**src/rtl/quad_decoder_mc_pkg.sv**
```systemverilog
// Shared types and helpers for the multi-channel quadrature decoder:
// phase encoding, transition classification and saturating resize.
package quad_pkg;

    typedef logic [1:0] phase_t;  // {a, b}

    typedef enum logic [1:0] {
        TR_NONE,
        TR_UP,
        TR_DOWN,
        TR_ILLEGAL
    } trans_e;

    function automatic trans_e classify(input phase_t prev, input phase_t cur, input logic inv);
        phase_t diff;
        logic   up;
        trans_e res;
        diff = prev ^ cur;
        up   = (cur[1] ^ prev[0]) ^ inv;
        if (diff == 2'b00) begin
            res = TR_NONE;
        end else if (diff == 2'b11) begin
            res = TR_ILLEGAL;
        end else begin
            res = up ? TR_UP : TR_DOWN;
        end
        return res;
    endfunction

    // Clamp a signed value to the range of a w-bit two's complement number.
    function automatic logic signed [63:0] sat_resize(input logic signed [63:0] x, input int unsigned w);
        logic signed [63:0] hi;
        logic signed [63:0] lo;
        logic signed [63:0] res;
        hi = (64'sd1 <<< (w - 1)) - 64'sd1;
        lo = -hi - 64'sd1;
        if (x > hi) begin
            res = hi;
        end else if (x < lo) begin
            res = lo;
        end else begin
            res = x;
        end
        return res;
    endfunction

endpackage

```
**src/rtl/quad_decoder_mc_channel.sv**
```systemverilog
// One encoder channel: synchroniser, glitch filter, x4 decode, position
// counter, sticky illegal-transition flag and velocity window reference.
module quad_channel
    import quad_pkg::*;
#(
    parameter int CNT_W       = 32,
    parameter int VEL_W       = 16,
    parameter int SYNC_STAGES = 2,
    parameter int FILT_LEN    = 3
) (
    input  logic                    clk,
    input  logic                    reset,
    input  logic                    a_in,
    input  logic                    b_in,
    input  logic                    invert,
    input  logic                    clear,
    input  logic                    win_end,
    output logic signed [CNT_W-1:0] count,
    output logic signed [VEL_W-1:0] velocity,
    output logic                    error
);

    localparam int FC_W = $clog2(FILT_LEN + 1);
    localparam logic signed [CNT_W-1:0] ONE = CNT_W'(1);

    logic [SYNC_STAGES-1:0]  sync_a_q, sync_a_d, sync_b_q, sync_b_d;
    phase_t                  synced, filt_q, filt_d, prev_q, prev_d;
    logic [FC_W-1:0]         fcnt_q [2];
    logic [FC_W-1:0]         fcnt_d [2];
    trans_e                  ev_q, ev_d;
    logic signed [CNT_W-1:0] cnt_q, cnt_d, ref_q, ref_d, ref_base, delta;
    logic signed [VEL_W-1:0] vel_q, vel_d;
    logic                    err_q, err_d;

    always_comb begin
        sync_a_d = {sync_a_q[SYNC_STAGES-2:0], a_in};
        sync_b_d = {sync_b_q[SYNC_STAGES-2:0], b_in};
        synced   = {sync_a_q[SYNC_STAGES-1], sync_b_q[SYNC_STAGES-1]};

        // Level only moves after FILT_LEN consecutive samples disagree with it.
        filt_d = filt_q;
        for (int i = 0; i < 2; i++) begin
            fcnt_d[i] = '0;
            if (synced[i] != filt_q[i]) begin
                if (fcnt_q[i] == FC_W'(FILT_LEN - 1)) begin
                    filt_d[i] = synced[i];
                end else begin
                    fcnt_d[i] = fcnt_q[i] + FC_W'(1);
                end
            end
        end

        prev_d = filt_q;
        ev_d   = classify(prev_q, filt_q, invert);

        cnt_d = cnt_q;
        err_d = err_q;
        case (ev_q)
            TR_UP:      cnt_d = cnt_q + ONE;
            TR_DOWN:    cnt_d = cnt_q - ONE;
            TR_ILLEGAL: err_d = 1'b1;
            default:    ;
        endcase
        if (clear) begin
            cnt_d = '0;
            err_d = 1'b0;
        end

        ref_base = clear ? '0 : ref_q;
        ref_d    = ref_base;
        delta    = cnt_d - ref_base;
        vel_d    = vel_q;
        if (win_end) begin
            vel_d = VEL_W'(sat_resize(64'(delta), VEL_W));
            ref_d = cnt_d;
        end
    end

    always_ff @(posedge clk or negedge reset) begin
        if (!reset) begin
            sync_a_q  <= '0;
            sync_b_q  <= '0;
            filt_q    <= '0;
            fcnt_q[0] <= '0;
            fcnt_q[1] <= '0;
            prev_q    <= '0;
            ev_q      <= TR_NONE;
            cnt_q     <= '0;
            err_q     <= 1'b0;
            ref_q     <= '0;
            vel_q     <= '0;
        end else begin
            sync_a_q  <= sync_a_d;
            sync_b_q  <= sync_b_d;
            filt_q    <= filt_d;
            fcnt_q[0] <= fcnt_d[0];
            fcnt_q[1] <= fcnt_d[1];
            prev_q    <= prev_d;
            ev_q      <= ev_d;
            cnt_q     <= cnt_d;
            err_q     <= err_d;
            ref_q     <= ref_d;
            vel_q     <= vel_d;
        end
    end

    assign count    = cnt_q;
    assign velocity = vel_q;
    assign error    = err_q;

endmodule

```
**src/rtl/quad_decoder_mc.sv**
```systemverilog
// Multi-channel quadrature decoder top: per-channel decoders, shared
// velocity window timer, coherent snapshot latch and output packing.
module quad_decoder_mc
    import quad_pkg::*;
#(
    parameter int N_CH        = 2,
    parameter int CNT_W       = 32,
    parameter int VEL_W       = 16,
    parameter int SYNC_STAGES = 2,
    parameter int FILT_LEN    = 3,
    parameter int VEL_PERIOD  = 50000
) (
    input  logic                    clk,
    input  logic                    reset,
    input  logic [N_CH-1:0]         channel_A,
    input  logic [N_CH-1:0]         channel_B,
    input  logic [N_CH-1:0]         invert,
    input  logic [N_CH-1:0]         clear,
    input  logic                    snap_req,
    output logic [N_CH*CNT_W-1:0]   counter,
    output logic [N_CH*CNT_W-1:0]   snap_count,
    output logic                    snap_valid,
    output logic [N_CH*VEL_W-1:0]   velocity,
    output logic                    vel_valid,
    output logic [N_CH-1:0]         error
);

    localparam int WIN_W = $clog2(VEL_PERIOD);

    logic [WIN_W-1:0]        wcnt_q, wcnt_d;
    logic                    win_end;
    logic                    snap_req_q;
    logic                    snap_valid_q, snap_valid_d;
    logic                    vel_valid_q, vel_valid_d;
    logic [N_CH*CNT_W-1:0]   snap_count_q, snap_count_d;

    for (genvar ch = 0; ch < N_CH; ch++) begin : g_ch
        quad_channel #(
            .CNT_W      (CNT_W),
            .VEL_W      (VEL_W),
            .SYNC_STAGES(SYNC_STAGES),
            .FILT_LEN   (FILT_LEN)
        ) u_ch (
            .clk     (clk),
            .reset   (reset),
            .a_in    (channel_A[ch]),
            .b_in    (channel_B[ch]),
            .invert  (invert[ch]),
            .clear   (clear[ch]),
            .win_end (win_end),
            .count   (counter[ch*CNT_W +: CNT_W]),
            .velocity(velocity[ch*VEL_W +: VEL_W]),
            .error   (error[ch])
        );
    end

    always_comb begin
        win_end      = (wcnt_q == WIN_W'(VEL_PERIOD - 1));
        wcnt_d       = win_end ? '0 : wcnt_q + WIN_W'(1);
        vel_valid_d  = win_end;
        // Request is registered so the latch sees every event up to its own edge.
        snap_valid_d = snap_req_q;
        snap_count_d = snap_req_q ? counter : snap_count_q;
    end

    always_ff @(posedge clk or negedge reset) begin
        if (!reset) begin
            wcnt_q       <= '0;
            snap_req_q   <= 1'b0;
            snap_valid_q <= 1'b0;
            vel_valid_q  <= 1'b0;
            snap_count_q <= '0;
        end else begin
            wcnt_q       <= wcnt_d;
            snap_req_q   <= snap_req;
            snap_valid_q <= snap_valid_d;
            vel_valid_q  <= vel_valid_d;
            snap_count_q <= snap_count_d;
        end
    end

    assign snap_count = snap_count_q;
    assign snap_valid = snap_valid_q;
    assign vel_valid  = vel_valid_q;

endmodule

```
**config.mk**
```make
export PLATFORM = sky130hd
export DESIGN_NAME = quad_decoder_mc
export DESIGN_NICKNAME = d
export VERILOG_FILES = /design/src/rtl/quad_decoder_mc_pkg.sv /design/src/rtl/quad_decoder_mc_channel.sv /design/src/rtl/quad_decoder_mc.sv
export SDC_FILE = /design/constraint.sdc
export NUM_CORES = 1
export LEC_CHECK = 0
export CAP_MARGIN = 20
export CORE_MARGIN = 10
export CORE_UTILIZATION = 44
export CTS_BUF_LIST = sky130_fd_sc_hd__clkbuf_16
export DETAILED_ROUTE_END_ITERATION = 7
export PLACE_DENSITY = 0.68
export SLEW_MARGIN = 5
export SYNTH_ARGS = -nofsm -noshare
export SYNTH_HDL_FRONTEND = slang
export SYNTH_SLANG_ARGS = --single-unit
```
**constraint.sdc**
```tcl
create_clock -name clk -period 10.1 [get_ports clk]
set_input_delay 2.02 -clock clk [delete_from_list [all_inputs] [get_ports clk]]
set_output_delay 2.02 -clock clk [all_outputs]
set_load 0.02 [all_outputs]
```
==> out/results.txt <==
Status: complete, no violations
Residual DRC: 0
Diodes inserted: 0
Syn_nets: 2,350
CTS buffer count: 31
Yosys warning count: 0
GRT Total Usage: 21.4%
H-tree depth: 1
CTS Hold Buffers Added: 0
First DRT Iteration DRCs: 1,764
Largest net degree at the start of global routing: 89
P&R area growth vs syn: 15.2%
Reg2reg path depth: 22
Register area share after synthesis: 35.6%
Die height: 229 microns
Post-synth cell types: 98
Most frequent cell after synthesis: dfrtp_1
Avg Inst Size Synth: 8.47 sq um
Critical path class: reg -> reg
First-pass DRT Iterations: 6
Max Slew Vio Count: 0
Die W: 229 microns
Congestion Overflow GR: 0
Antenna viol nets, final: 0
Worst setup EP type: flip-flop
Capturing point of the worst reg2reg path: g_ch[1].u_ch.velocity[1]$_DFFE_PN0P_
Max Cap Viol: 0
Worst hold stages: 0
GPL Wtd Cong: 0.929
Number of vias per cell: 6.01
Vias in the first global route: 16,367
Cells after Synth: 2,266
R2R Path Start: g_ch[1].u_ch.ev_q[0]$_DFF_PN0_
Post-DP HPWL: 42.1 mm
Hold Path Class: reg -> reg
Clk_skew: 0.0218 ns
Starting density of the core: 44.6%
Worst-Skew Late Latency: 0.61 ns
DR vias: 17,631
Synth area leader: dfrtp_1
Final Critical Period: 7.19 ns
Rows: 76
Worst setup SP type: flip-flop
Worst slew margin: 35.3%
Setup Fix Bufs, Post-CTS: 0
Root Driver: clkbuf_16
CTS tree: built
Clock sink count: 273
R2R setup slack: 2.91 ns
Wirelength, routed: 58.5 mm
Top post-synthesis cells by area: dfrtp_1 36%, ha_1 4.6%, nor2_1 4.6%, a21oi_1 4.5%, mux2_2 4.3%
Share of post-route cells with drive strength above 1: 7.57%
Worst-path clk slew: 0.06 ns
Final setup fails: 0
Core area: 43,100 sq um
Global-route wire length before repair: 93.2 mm
RSZ-0062 raised after global routing: false
Hold_sp: g_ch[0].u_ch.sync_a_q[0]$_DFF_PN0_
CP max FO: 69
Per-cell routed wire length: 19.9 microns
Final nets: 2,409
Number of synthesized flops with an enable pin: 0
Fillers: 4,086
Initial antenna violation count: 0
Clock Tree Buf Depth: 3
Final Cycle Share: 71.2%
Post-synthesis instance area: 19,200 sq um
Setup crit start: g_ch[1].u_ch.ev_q[0]$_DFF_PN0_
Share of the synthesized area in the top cell type: 35.6%
Hold Violations, Final: 0
Fin Setup TNS: 0 ns
Hold Path Sink: g_ch[0].u_ch.sync_a_q[1]$_DFF_PN0_
Post-cts repair resize count: 0
Post-synthesis register bit count: 273
Fmax: 139 MHz
Die Area: 52,400 sq um
Req. time, crit path: 10.54 ns
Commonest cells in the netlist: 273 x dfrtp_1, 236 x nor2_1, 172 x a21oi_1
Actual slew at the worst max-slew pin: 0.970 ns
Top FF cell, synth: dfrtp_1
Synth async-reset ratio: 100%
IO buf count: 174
I/O pin cnt: 175
Worst EP arrival: 7.62 ns
kinds of logic after synthesis:
logic type	after synthesis	share of synthesized area [%]
adders and majority gates	73	4.84
and+or+nand+nor	814	21.4
muxes	86	4.99
xor gates and xnor gates	132	6.10
AOI/OAI and AO/OA	670	22.5
buffers and inverters	218	4.58
DFF	273	35.6
cell type report:
cell class,instances,area (sq um),share of cell area [%]
multi-input cells,1775,11500,52.0
clock inverters,27,200,0.906
flip-flops and latches,273,6830,30.9
clock buffers,31,776,3.51
inverters,52,198,0.894
well taps,585,732,3.31
repair buffers,192,1870,8.47
through the flow:
step / utilization (%) / instance area [sq um] / std cells / setup WS [ns] / hold slack, ns
2_1_floorplan: - / 19200 / 2266 / 2.62 / 0.331
3_3_place_gp: 49.0 / 21100 / 2876 / 3.08 / 0.335
3_5_place_dp: 49.0 / 21100 / 2876 / 2.82 / 0.338
4_1_cts: 51.3 / 22100 / 2934 / 2.77 / 0.353
5_1_grt: 51.3 / 22100 / 2935 / 2.23 / 0.355
6_report: 51.3 / 22100 / 2935 / 2.91 / 0.350
worst max path at each step:
stage	endpoint
after detailed placement	g_ch[1].u_ch.velocity[1]$_DFFE_PN0P_
after CTS	g_ch[1].u_ch.velocity[1]$_DFFE_PN0P_
after global routing	g_ch[1].u_ch.velocity[1]$_DFFE_PN0P_
after global placement	g_ch[1].u_ch.velocity[0]$_DFFE_PN0P_
final	g_ch[1].u_ch.velocity[1]$_DFFE_PN0P_
after floorplan	g_ch[1].u_ch.velocity[4]$_DFFE_PN0P_
state kept, by name, indices dropped and copies added, names as in the netlist:
| name | count |
|---|---|
| g_ch.u_ch.count | 64 |
| g_ch.u_ch.sync_b_q | 4 |
| g_ch.u_ch.error | 2 |
| g_ch.u_ch.ref_q | 64 |
| snap_req_q | 1 |
| g_ch.u_ch.ev_q | 4 |
| snap_valid | 1 |
| g_ch.u_ch.filt_q | 4 |
| g_ch.u_ch.sync_a_q | 4 |
| snap_count | 64 |
| vel_valid | 1 |
| wcnt_q | 16 |
| g_ch.u_ch.prev_q | 4 |
| g_ch.u_ch.fcnt_q | 8 |
| g_ch.u_ch.velocity | 32 |
critical path: stages, from the launching register on:
cell	delay, ns
dfrtp_1	0.38
inv_1	0.08
ha_2	0.39
buf_4	0.61
or3b_4	0.47
nor3_1	0.15
a41oi_1	0.10
a2111oi_2	0.49
o21ai_1	0.25
a211oi_1	0.27
nand4b_1	0.16
mux2_2	0.39
ha_1	0.44
a21oi_1	0.24
o21ai_0	0.15
nor4_1	0.19
nor2_1	0.11
a2111oi_1	0.46
nor3_1	0.12
or2_2	0.29
or4b_1	0.54
o21ai_2	0.54
a311oi_1	0.20
layer usage:
metal	GRT usage, %	vias up	wire length, microns
met3	3.65	65	4590
met4	4.01	0	834
met5	0	-	0
met2	30.4	666	24100
met1	33.1	8585	29000
li1	-	8315	-
cell usage in the layout (no fill, tap or decap), drive strengths merged, types with 9 or more instances in the layout:
cell           instances
a2111oi               10
a211oi                38
a21o                  30
a21oi                172
a31oi                 35
and2                  20
and3                  19
buf                   20
clkbuf                32
clkdlybuf4s50        171
clkinv                20
dfrtp                273
ha                    71
inv                   56
mux2                  74
mux2i                 12
nand2                165
nand2b                89
nand3                 51
nand4                 20
nor2                 236
nor2b                 26
nor3                  58
nor3b                 17
nor4                  18
o211ai                32
o21a                  19
o21ai                174
o21bai                 9
o22a                  17
o22ai                 15
o31ai                 22
or2                    9
or3                   39
or4                   11
xnor2                 91
xor2                  41
Power is not shown: default switching activity piles up to over one toggle a cycle in this logic, so the estimate is an artifact.
